[config.mk]
export PLATFORM = sky130hd
export DESIGN_NAME = ahbl_qspi_xip_cache_flat
export DESIGN_NICKNAME = d
export VERILOG_FILES = /design/src/rtl/ahbl_qspi_xip_cache_if.sv /design/src/rtl/ahbl_qspi_xip_cache.sv /design/src/flat_wrapper.sv
export SDC_FILE = /design/constraint.sdc
export NUM_CORES = 2
export LEC_CHECK = 0
export CAP_MARGIN = 30
export CELL_PAD_IN_SITES_DETAIL_PLACEMENT = 0
export CELL_PAD_IN_SITES_GLOBAL_PLACEMENT = 2
export CORE_UTILIZATION = 46
export DETAILED_ROUTE_END_ITERATION = 12
export PLACE_DENSITY_LB_ADDON = 0.2
export SKIP_CTS_REPAIR_TIMING = 1
export SYNTH_ARGS = -nofsm -noshare
export SYNTH_HDL_FRONTEND = slang
export SYNTH_SLANG_ARGS = --single-unit
[constraint.sdc]
create_clock -name HCLK -period 5 [get_ports HCLK]
set_input_delay 1 -clock HCLK [delete_from_list [all_inputs] [get_ports HCLK]]
set_output_delay 1 -clock HCLK [all_outputs]
set_load 0.02 [all_outputs]
[src/rtl/ahbl_qspi_xip_cache_if.sv]
// AHB-Lite slave-side bus bundle for the quad-I/O XIP cache.
// Master drives address/control, slave returns ready and read data.
interface ahbl_qspi_xip_cache_if;
    logic        HSEL;
    logic [31:0] HADDR;
    logic [1:0]  HTRANS;
    logic        HWRITE;
    logic [2:0]  HSIZE;
    logic        HREADY;
    logic        HREADYOUT;
    logic [31:0] HRDATA;

    modport master (
        output HSEL, HADDR, HTRANS, HWRITE, HSIZE, HREADY,
        input  HREADYOUT, HRDATA
    );

    modport slave (
        input  HSEL, HADDR, HTRANS, HWRITE, HSIZE, HREADY,
        output HREADYOUT, HRDATA
    );
endinterface

[src/rtl/ahbl_qspi_xip_cache.sv]
// Read-only AHB-Lite XIP slave: direct-mapped line cache filled via 0xEB quad read.
// Define AHBL_QSPI_XIP_STATS_EN to add hit/miss counters and stats_clr.
module ahbl_qspi_xip_cache #(
    parameter int NUM_LINES    = 16,
    parameter int LINE_BYTES   = 16,
    parameter int DUMMY_CYCLES = 4,
    parameter int ADDR_W       = 24
) (
    input  logic       HCLK,
    input  logic       HRESET,
    ahbl_qspi_xip_cache_if.slave ahb,
    input  logic       inv,
    output logic       csn,
    output logic       sck,
    output logic [3:0] doe,
    output logic [3:0] dout,
    input  logic [3:0] di
`ifdef AHBL_QSPI_XIP_STATS_EN
    ,
    input  logic        stats_clr,
    output logic [31:0] hit_cnt,
    output logic [31:0] miss_cnt
`endif
);
    localparam int OFF  = $clog2(LINE_BYTES);
    localparam int IW   = $clog2(NUM_LINES);
    localparam int TW   = ADDR_W - OFF - IW;
    localparam int NB   = 2 * LINE_BYTES;
    localparam int MB   = (DUMMY_CYCLES > NB) ? DUMMY_CYCLES : NB;
    localparam int CW   = $clog2(MB);
    localparam logic [7:0] CMD_B = 8'hEB;

    typedef enum logic [2:0] {
        IDLE, CMD, ADR, MODE, DUMMY, DATA, DONE, RESP
    } st_t;

    st_t st, succ;
    logic [CW-1:0] cnt, last;
    logic ph, inv_seen;

    logic [7:0]     mem  [NUM_LINES][LINE_BYTES];
    logic [TW-1:0]  tags [NUM_LINES];
    logic [NUM_LINES-1:0] valid;

    logic [IW-1:0]  idx, f_idx;
    logic [TW-1:0]  tag, f_tag;
    logic [OFF-1:0] boff, f_boff;
    logic [23:0]    fbase;
    logic acc, rd, hit, unused;

    assign idx   = ahb.HADDR[OFF+IW-1:OFF];
    assign tag   = ahb.HADDR[ADDR_W-1:OFF+IW];
    assign boff  = ahb.HADDR[OFF-1:0] & ~OFF'(3);
    assign fbase = 24'({f_tag, f_idx, {OFF{1'b0}}});
    assign acc   = ahb.HSEL & ahb.HTRANS[1] & ahb.HREADY
                 & ((st == IDLE) | (st == RESP));
    assign rd    = acc & ~ahb.HWRITE;
    assign hit   = valid[idx] & (tags[idx] == tag);
    assign unused = ^{ahb.HSIZE, ahb.HADDR};

    function automatic logic [31:0] word(input logic [IW-1:0] i,
                                         input logic [OFF-1:0] b);
        word = {mem[i][b + OFF'(3)], mem[i][b + OFF'(2)],
                mem[i][b + OFF'(1)], mem[i][b]};
    endfunction

    // {doe, dout} for the bit/nibble about to be shifted out
    function automatic logic [7:0] pad(input st_t s, input logic [CW-1:0] c,
                                       input logic [23:0] a);
        logic [23:0] sh;
        sh  = a << {c[2:0], 2'b00};
        pad = 8'h00;
        case (s)
            CMD:     pad = {4'hF, 3'b000, CMD_B[~c[2:0]]};
            ADR:     pad = {4'hF, sh[23:20]};
            MODE:    pad = 8'hF0;
            default: pad = 8'h00;
        endcase
    endfunction

    always_comb begin
        last = '0;
        succ = IDLE;
        case (st)
            CMD:   begin last = CW'(7); succ = ADR; end
            ADR:   begin last = CW'(5); succ = MODE; end
            MODE:  begin
                last = CW'(1);
                succ = (DUMMY_CYCLES == 0) ? DATA : DUMMY;
            end
            DUMMY: begin last = CW'(DUMMY_CYCLES - 1); succ = DATA; end
            DATA:  begin last = CW'(NB - 1); succ = DONE; end
            default: ;
        endcase
    end

    always_ff @(posedge HCLK) begin
        if (!HRESET && rd && !hit)
            tags[idx] <= tag;
        // di is captured on the edge that raises sck
        if (st == DATA && !ph) begin
            if (!cnt[0]) mem[f_idx][cnt[OFF:1]][7:4] <= di;
            else         mem[f_idx][cnt[OFF:1]][3:0] <= di;
        end
    end

    always_ff @(posedge HCLK) begin
        if (HRESET) begin
            st            <= IDLE;
            cnt           <= '0;
            ph            <= 1'b0;
            csn           <= 1'b1;
            sck           <= 1'b0;
            doe           <= 4'h0;
            dout          <= 4'h0;
            ahb.HREADYOUT <= 1'b1;
            ahb.HRDATA    <= '0;
            valid         <= '0;
            inv_seen      <= 1'b0;
            f_idx         <= '0;
            f_tag         <= '0;
            f_boff        <= '0;
        end else begin
            if (inv) valid <= '0;
            case (st)
                IDLE, RESP: begin
                    st <= IDLE;
                    if (rd && hit) begin
                        ahb.HRDATA <= word(idx, boff);
                    end else if (rd) begin
                        valid[idx]    <= 1'b0;
                        f_idx         <= idx;
                        f_tag         <= tag;
                        f_boff        <= boff;
                        inv_seen      <= 1'b0;
                        ahb.HREADYOUT <= 1'b0;
                        st            <= CMD;
                        cnt           <= '0;
                        ph            <= 1'b0;
                        csn           <= 1'b0;
                        {doe, dout}   <= pad(CMD, '0, '0);
                    end
                end
                DONE: begin
                    // an invalidate seen at any point of the fill wins
                    if (!inv && !inv_seen) valid[f_idx] <= 1'b1;
                    ahb.HRDATA    <= word(f_idx, f_boff);
                    ahb.HREADYOUT <= 1'b1;
                    st            <= RESP;
                end
                default: begin
                    if (inv) inv_seen <= 1'b1;
                    ph  <= ~ph;
                    sck <= ~ph;
                    if (ph) begin
                        if (cnt == last) begin
                            st          <= succ;
                            cnt         <= '0;
                            csn         <= (succ == DONE);
                            {doe, dout} <= pad(succ, '0, fbase);
                        end else begin
                            cnt         <= cnt + CW'(1);
                            {doe, dout} <= pad(st, cnt + CW'(1), fbase);
                        end
                    end
                end
            endcase
        end
    end

`ifdef AHBL_QSPI_XIP_STATS_EN
    always_ff @(posedge HCLK) begin
        if (HRESET || stats_clr) begin
            hit_cnt  <= '0;
            miss_cnt <= '0;
        end else if (rd) begin
            if (hit) hit_cnt  <= hit_cnt + 32'd1;
            else     miss_cnt <= miss_cnt + 32'd1;
        end
    end
`endif
endmodule

[src/flat_wrapper.sv]
// flat-port wrapper written by rule: the top's interface ports become plain ports
module ahbl_qspi_xip_cache_flat 
#(
    parameter int NUM_LINES    = 16,
    parameter int LINE_BYTES   = 16,
    parameter int DUMMY_CYCLES = 4,
    parameter int ADDR_W       = 24
)
  (HCLK, HRESET, inv, csn, sck, doe, dout, di, ahb_HSEL, ahb_HADDR, ahb_HTRANS, ahb_HWRITE, ahb_HSIZE, ahb_HREADY, ahb_HREADYOUT, ahb_HRDATA);
  ahbl_qspi_xip_cache_if ahb_i ();
  input  logic HCLK;
  input  logic HRESET;
  input  logic inv;
  output logic csn;
  output logic sck;
  output logic [3:0] doe;
  output logic [3:0] dout;
  input  logic [3:0] di;
  input wire logic [$bits(ahb_i.HSEL)-1:0] ahb_HSEL;
  input wire logic [$bits(ahb_i.HADDR)-1:0] ahb_HADDR;
  input wire logic [$bits(ahb_i.HTRANS)-1:0] ahb_HTRANS;
  input wire logic [$bits(ahb_i.HWRITE)-1:0] ahb_HWRITE;
  input wire logic [$bits(ahb_i.HSIZE)-1:0] ahb_HSIZE;
  input wire logic [$bits(ahb_i.HREADY)-1:0] ahb_HREADY;
  output wire logic [$bits(ahb_i.HREADYOUT)-1:0] ahb_HREADYOUT;
  output wire logic [$bits(ahb_i.HRDATA)-1:0] ahb_HRDATA;
  assign ahb_i.HSEL = ahb_HSEL;
  assign ahb_i.HADDR = ahb_HADDR;
  assign ahb_i.HTRANS = ahb_HTRANS;
  assign ahb_i.HWRITE = ahb_HWRITE;
  assign ahb_i.HSIZE = ahb_HSIZE;
  assign ahb_i.HREADY = ahb_HREADY;
  assign ahb_HREADYOUT = ahb_i.HREADYOUT;
  assign ahb_HRDATA = ahb_i.HRDATA;
  ahbl_qspi_xip_cache #(.NUM_LINES(NUM_LINES), .LINE_BYTES(LINE_BYTES), .DUMMY_CYCLES(DUMMY_CYCLES), .ADDR_W(ADDR_W)) u_core (.HCLK(HCLK), .HRESET(HRESET), .ahb(ahb_i), .inv(inv), .csn(csn), .sck(sck), .doe(doe), .dout(dout), .di(di));
endmodule
* Word level (Yosys, flattened, before mapping)
Memories as Yosys holds them, arrays and structs flattened. A register that Yosys moved wholly into a read port is not among the register bits.
Cells that the tools add are included.
** Word-level totals
- Flip-flop bits (word level) :: 91
- Bits in writable memories :: 2304
- Word-level logic and storage cells :: 451
- Bits of input ports :: 47
- Output and inout port bits :: 43
- Memories :: 3
- Memory bits (read-only) :: 8
** Memory list
- u_core.mem :: words 16, width 128, rd ports 2, clocked after memory_dff 1, write ports 1, RTL line ahbl_qspi_xip_cache.sv:41 : logic [7:0] mem [NUM_LINES][LINE_BYTES];
- u_core.tags :: words 16, width 16, rd ports 1, clocked after memory_dff 0, write ports 1, RTL line ahbl_qspi_xip_cache.sv:42 : logic [TW-1:0] tags [NUM_LINES];
- (no name shown) :: words 8, width 1, rd ports 1, clocked after memory_dff 0, write ports 0, RTL line ahbl_qspi_xip_cache.sv:74 : CMD: pad = {4'hF, 3'b000, CMD_B[~c[2:0]]};
** Cells by class
- Eq/ne operators :: 16
- Reductions and logical operators :: 30
- Add/sub/neg operators :: 7
- Bitwise operators :: 151
- Multiplexer cells :: 214
- Shift operators :: 1
- $lt $le $gt $ge :: 15
** Operator list (number)
- binary-select mux 8 bit (select 4 bit) :: 8
- two-way mux 128 bit :: 2
- two-way mux 1 bit :: 144
- two-way mux 8 bit :: 17
- bitwise OR 1 bit :: 129
- two-way mux 16 bit :: 5
- demux 8 bit (select 4 bit) :: 2
- one-hot mux 32 bit (2 select lines) :: 1
- one-hot mux 8 bit (3 select lines) :: 2
- greater-or-equal comparator 5 bit, second input constant :: 9
- inverter 4 -> 5 bit :: 9
- two-way mux 4 bit :: 11
- two-way mux 32 bit :: 1
- one-hot mux 16 bit (2 select lines) :: 1
- one-hot mux 5 bit (5 select lines) :: 1
- << shifter 24 x 5 -> 24 bit :: 1
- two-way mux 5 bit :: 4
- adder 4 x 2 -> 4 bit, second input constant :: 4
- bitwise AND 16 bit :: 1
- equality test 16 bit :: 1
- inverter 16 bit :: 1
- bitwise OR 16 bit :: 1
- one-hot mux 4 bit (2 select lines) :: 2
- equality test 3 bit, second input constant :: 5
- 32 further kinds :: 72

* Depth between registers and ports, before layout
- Word-level depth :: 9
- Mapped depth :: 14
- Gate-level depth less buffers :: 9

* Worst setup path before layout
OpenSTA, ideal clock, no wires.
- Path type :: input -> register
- Start point :: input ahb_HADDR[5]
- End point :: memory u_core.tags[5][0] (netlist name), enable pin
- Cell stages on the path :: 10
- Path buffers :: 3
- Slack :: -0.129 ns
- Required time :: 4.570 ns
- Library setup time :: 0.430 ns
- Arrival time :: 4.699 ns
- Path through :: buf_6 buf_8 mux4_2 mux4_2 xnor2_1 o211a_1 nand4_2 nand2_1 buf_4 nor4_1
** Between the ends
- Word-level cells in the longest chain between the ends :: 7
- Elaborated cells on any way between the ends :: 9
- Those cells by class :: 1 x eq/ne; 4 x mux; 1 x bitwise; 2 x reduce/logical; 1 x memory
** RTL lines
- start, declared :: RTL line flat_wrapper.sv:20 : input wire logic [$bits(ahb_i.HADDR)-1:0] ahb_HADDR;
- memory read (16 x 16 bit) / binary-select mux 1 bit (select 4 bit) (equally long branches)
- equality test 16 bit / two-way mux 1 bit (equally long branches) :: RTL line ahbl_qspi_xip_cache.sv:58 : assign hit = valid[idx] & (tags[idx] == tag);
- bitwise AND 1 bit :: RTL line ahbl_qspi_xip_cache.sv:58
- zero test 1 bit :: RTL line ahbl_qspi_xip_cache.sv:98 : if (!HRESET && rd && !hit)
- logical AND 1 bit :: RTL line ahbl_qspi_xip_cache.sv:98
- two-way mux 1 bit :: RTL line ahbl_qspi_xip_cache.sv:98
- two-way mux 1 bit (not written as such) :: RTL line ahbl_qspi_xip_cache.sv:99 : tags[idx] <= tag;
- end, declared :: RTL line ahbl_qspi_xip_cache.sv:42
Several ways; a longest one is shown, not always the timed one. The select of a mux whose other input is x is not followed.

* Worst setup path after layout
- Start point :: register u_core.st[2]
- End point :: memory u_core.mem[2][45] (netlist name), enable pin
** Between the ends
- Word-level cells in the longest chain between the ends :: 5
- Elaborated cells on any way between the ends :: 7
- Those cells by class :: 1 x eq/ne; 4 x mux; 1 x bitwise; 1 x reduce/logical
** RTL lines
- start, declared :: RTL line ahbl_qspi_xip_cache.sv:37 : st_t st, succ;
- start signal, assigned :: RTL line ahbl_qspi_xip_cache.sv:157 : st <= succ;
- equality test 3 bit (*) :: RTL line ahbl_qspi_xip_cache.sv:101 : if (st == DATA && !ph) begin
- logical AND 1 bit (*) :: RTL line ahbl_qspi_xip_cache.sv:101
- two-way mux 1 bit :: RTL line ahbl_qspi_xip_cache.sv:101
- two-way mux 128 bit (on tied branches) :: RTL line ahbl_qspi_xip_cache.sv:102, ahbl_qspi_xip_cache.sv:103
- bitwise OR 1 bit (no line) (*)
- end, declared :: RTL line ahbl_qspi_xip_cache.sv:41
Every way passes the cells marked *; elsewhere a longest branch is shown, timed or not.

==> results.sh <==
export IMPL_cp_end_kind="register"
export IMPL_grt_pass1_vias=60900
export IMPL_p_int_uw=34600
export IMPL_hold_viol=0
export IMPL_maxCapViolCount=0
export IMPL_hpwl_mm=195
export IMPL_cts_root_buf="clkbuf_16"
export IMPL_peakVddDrop_v=0.000385
export IMPL_slowest_delay_ps=840
export IMPL_final_nets=5584
export IMPL_synth_edf_count=2304
export IMPL_status="finished clean"
export IMPL_min_path_type="reg -> reg"
export IMPL_p_sw_uw=9400
export IMPL_drtIter0Drc=6470
export IMPL_yosysTopAreaCell="edfxtp_1"
export IMPL_relSlewSlack_pct=21.7
export IMPL_gp_congestion=0.806
export IMPL_p_comb_share_pct=5.4
export IMPL_grt_antenna_before_repair=8
export IMPL_syn_inst=5444
export IMPL_hp_start="u_core.valid[7]$_SDFF_PP0_"
export IMPL_synth_avg_cell_area_sq_um=20.3
export IMPL_layout_drive_gt1_share_pct=36.0
export IMPL_seqPwrFrac_pct=50.0
export IMPL_syn_to_final_growth_pct=12.5
export IMPL_grtUsageTotal_pct=26.3
export IMPL_met3_usage_pct=4.44
export IMPL_holdPathStages=2
export IMPL_ff2ff_setup_slack_ps=1010
export IMPL_synth_top_area_share_pct=62.5
export IMPL_powerDensity_nw_per_um2=354
export IMPL_tns_ps=0
export IMPL_fp_coreArea_sq_um=239000
export IMPL_vias=58800
export IMPL_firstDrtPassIters=5
export IMPL_avgViaCountPerCell=6.60
export IMPL_cp_max_fo=18
export IMPL_synth_cell_area_sq_um=111000
export IMPL_grt_pass1_wl_mm=451
export IMPL_crit_buf_inv=0
export IMPL_timing_final_crit_period_ps=3990
export IMPL_synth_seq_cells=2396
export IMPL_cp_arrival_ps=4540
export IMPL_cts_made_buffers=278
export IMPL_yosysSeqAreaShare_pct=64.2
export IMPL_finalCritPeriodShare_pct=79.8
export IMPL_grt_overflow=0
export IMPL_tightest_slew_ps=1170
export IMPL_place_inst=8420
export IMPL_use_met1_pct=36.5
export IMPL_cp_top_family="simple AND/OR/NAND/NOR gates"
export IMPL_ios=90
export IMPL_cp_cell_sequence="nand3b_1 > nor2_1 > and3_1 > nand2_1 > nor2_1"
export IMPL_synth_warnings=0
export IMPL_fp_dieH_um=492
export IMPL_synthTopCellsByCount="edfxtp_1 (2304), mux4_2 (1404), nor2_1 (544)"
export IMPL_stdcell_count=8900
export IMPL_cp_start_kind="register"
export IMPL_cp_slowest_cell="and3_1"
export IMPL_synth_most_common_cell="edfxtp_1"
export IMPL_ys_flop_type="edfxtp_1"
export IMPL_gr_max_usage_layer="met2"
export IMPL_r2r_end="u_core.mem[2][45]$_DFFE_PP_"
export IMPL_grt_setup_unrepaired="false"
export IMPL_num_rows=179
export IMPL_holdPathEnd="u_core.valid[7]$_SDFF_PP0_"
export IMPL_grt_max_degree=136
export IMPL_drc=0
export IMPL_die_w_um=492
export IMPL_io_buffers=75
export IMPL_wl_per_cell_um=35.6
export IMPL_synth_cell_types=69
export IMPL_worstRegToRegCells=5
export IMPL_grt_met2_usage_pct=43.3
export IMPL_crit_type="reg -> reg"
export IMPL_post_route_util_pct=52.2
export IMPL_drt_wl_total_mm=317
export IMPL_clk_pin_slew_worst_paths_ps=60
export IMPL_clock_sinks=2396
export IMPL_cp_common_cell="nor2_1"
export IMPL_synth_nets=5494
export IMPL_detail_route_antenna_nets=0
export IMPL_clk_latency_ps=940
export IMPL_leakage_uw=0.0367
export IMPL_start_util_pct=46.4
export IMPL_cts_tree="built"
export IMPL_fin_skew_ps=56.2
export IMPL_switching_share_pct=21.4
export IMPL_power_total_uw=44000
export IMPL_reg2reg_from="u_core.st[2]$_SDFFE_PP0P_"
export IMPL_slew_viol_final=0
export IMPL_clkPwrFrac_pct=44.6
export IMPL_setup_viol=0
export IMPL_fmax_ghz=0.251
export IMPL_dieArea_sq_um=243000
export IMPL_cp_required_ps=5550
export IMPL_synth_area_leaders="edfxtp_1 (63%), mux4_2 (29%), nor2_1 (1.8%), dfxtp_1 (1.7%), clkbuf_1 (0.88%)"
export IMPL_clk_path_buf_depth=4
export IMPL_cts_htree_levels=5
export IMPL_synth_async_reset_ratio_pct=0
==> metal layers <==
layer / part of all wire, % / wire length, um / up-vias
met5: 0.0022 / 7 / -
met4: 2.4 / 7680 / 2
met3: 7.1 / 22500 / 415
met2: 50 / 159000 / 2355
met1: 40 / 127000 / 32400
li1: - / - / 23600
==> worst reg2reg max path, cell delays in order (launching register included) <==
cell      delay (ps)
dfxtp_1          760
nand3b_1         240
nor2_1           370
and3_1           840
nand2_1          740
nor2_1           650
==> kinds of logic (layout without fill, tap and decap cells) <==
kind of cell             Yosys count  after routing  share of synthesized area (%)
other                              0              4                              0
flip-flops                      2396           2396                           64.2
adder cells (fa/ha/maj)            3              3                         0.0339
AO/OA/AOI/OAI                    263            263                           1.47
AND/OR/NAND/NOR                  809            809                           3.04
XOR/XNOR                          21             21                          0.166
buffers and inverters            499            784                           2.07
multiplexers                    1453           1453                           29.0
==> final cells by class <==
| cell class | instances | area [sq um] |
|---|---|---|
| Inverter | 22 | 82.6 |
| Clock inverter | 135 | 1250 |
| Multi-Input combinational cell | 2549 | 37600 |
| Tap cell | 3167 | 3960 |
| Sequential cell | 2396 | 71100 |
| Fill cell | 18400 | 114000 |
| Antenna cell | 4 | 10.0 |
| Timing Repair Buffer | 287 | 3140 |
| Clock buffer | 340 | 7370 |
==> how the worst max path moves through the flow <==
stage	start	to	slack, ps	depth (start not counted)
finish	u_core.st[2]$_SDFFE_PP0P_	u_core.mem[2][45]$_DFFE_PP_	1010	5
global placement	ahb_HADDR[4]	u_core.ahb.HRDATA[27]$_SDFFE_PP0P_	320	12
detailed placement	ahb_HADDR[4]	u_core.ahb.HRDATA[30]$_SDFFE_PP0P_	340	12
floorplan	ahb_HADDR[5]	u_core.tags[12][0]$_DFFE_PP_	-80	10
global route	u_core.st[2]$_SDFFE_PP0P_	u_core.mem[2][47]$_DFFE_PP_	810	5
CTS	u_core.st[2]$_SDFFE_PP0P_	u_core.mem[2][47]$_DFFE_PP_	1050	5
==> placed cells by master, fill, tap and decap left out, types with 11 or more instances in the layout <==
| cell | synthesis | layout |
|---|---|---|
| nor4_1 | 27 | 15 |
| nand3_1 | 72 | 66 |
| nor2b_1 | 11 | 11 |
| nor2_1 | 544 | 543 |
| o21ai_0 | 93 | 93 |
| a21oi_1 | 40 | 39 |
| clkdlybuf4s50_1 | 0 | 64 |
| inv_1 | 21 | 20 |
| bufinv_16 | 0 | 23 |
| clkbuf_1 | 260 | 53 |
| o21ai_1 | 15 | 15 |
| o22ai_1 | 16 | 16 |
| clkbuf_16 | 0 | 286 |
| buf_4 | 18 | 153 |
| xor2_1 | 15 | 15 |
| o2bb2ai_1 | 12 | 12 |
| mux4_2 | 1404 | 1404 |
| edfxtp_1 | 2304 | 2304 |
| mux2i_1 | 38 | 38 |
| clkinv_1 | 0 | 53 |
| clkinv_2 | 0 | 40 |
| nand2_1 | 102 | 92 |
| nor4_2 | 0 | 11 |
| a31oi_1 | 37 | 37 |
| dfxtp_1 | 92 | 86 |
| buf_12 | 0 | 56 |
==> sequential cells by signal, summed over array words and instances, names as in the netlist, named ones only <==
name / cells
u_core.cnt: 5
u_core.inv_seen: 1
u_core.doe: 1
u_core.st: 3
u_core.mem: 2048
u_core.ph: 1
u_core.dout: 4
u_core.f_tag: 16
u_core.tags: 256
u_core.sck: 1
u_core.ahb.HRDATA: 32
u_core.ahb.HREADYOUT: 1
u_core.csn: 1
u_core.f_idx: 4
u_core.f_boff: 2
u_core.valid: 16
==> through the flow <==
stage	hold WS [ps]	setup WS, ps	area, sq um
floorplan	441	-83.6	111000
global placement	451	318	116000
detailed placement	457	339	116000
CTS	466	1050	124000
global route	475	813	124000
finish	462	1010	124000
==> power groups by stage <==
| stage | Sequential [uW] | Clock, uW | Combinational, uW |
|---|---|---|---|
| 6_report | 22000 | 19600 | 2390 |
| 5_1_grt | 22000 | 20600 | 2510 |
| 4_1_cts | 22000 | 19900 | 2420 |
| 3_5_place_dp | 22400 | 0 | 2420 |
| 3_3_place_gp | 22400 | 0 | 2380 |
| 2_1_floorplan | 22400 | 0 | 1420 |
Power figures use the tool's default switching activity.
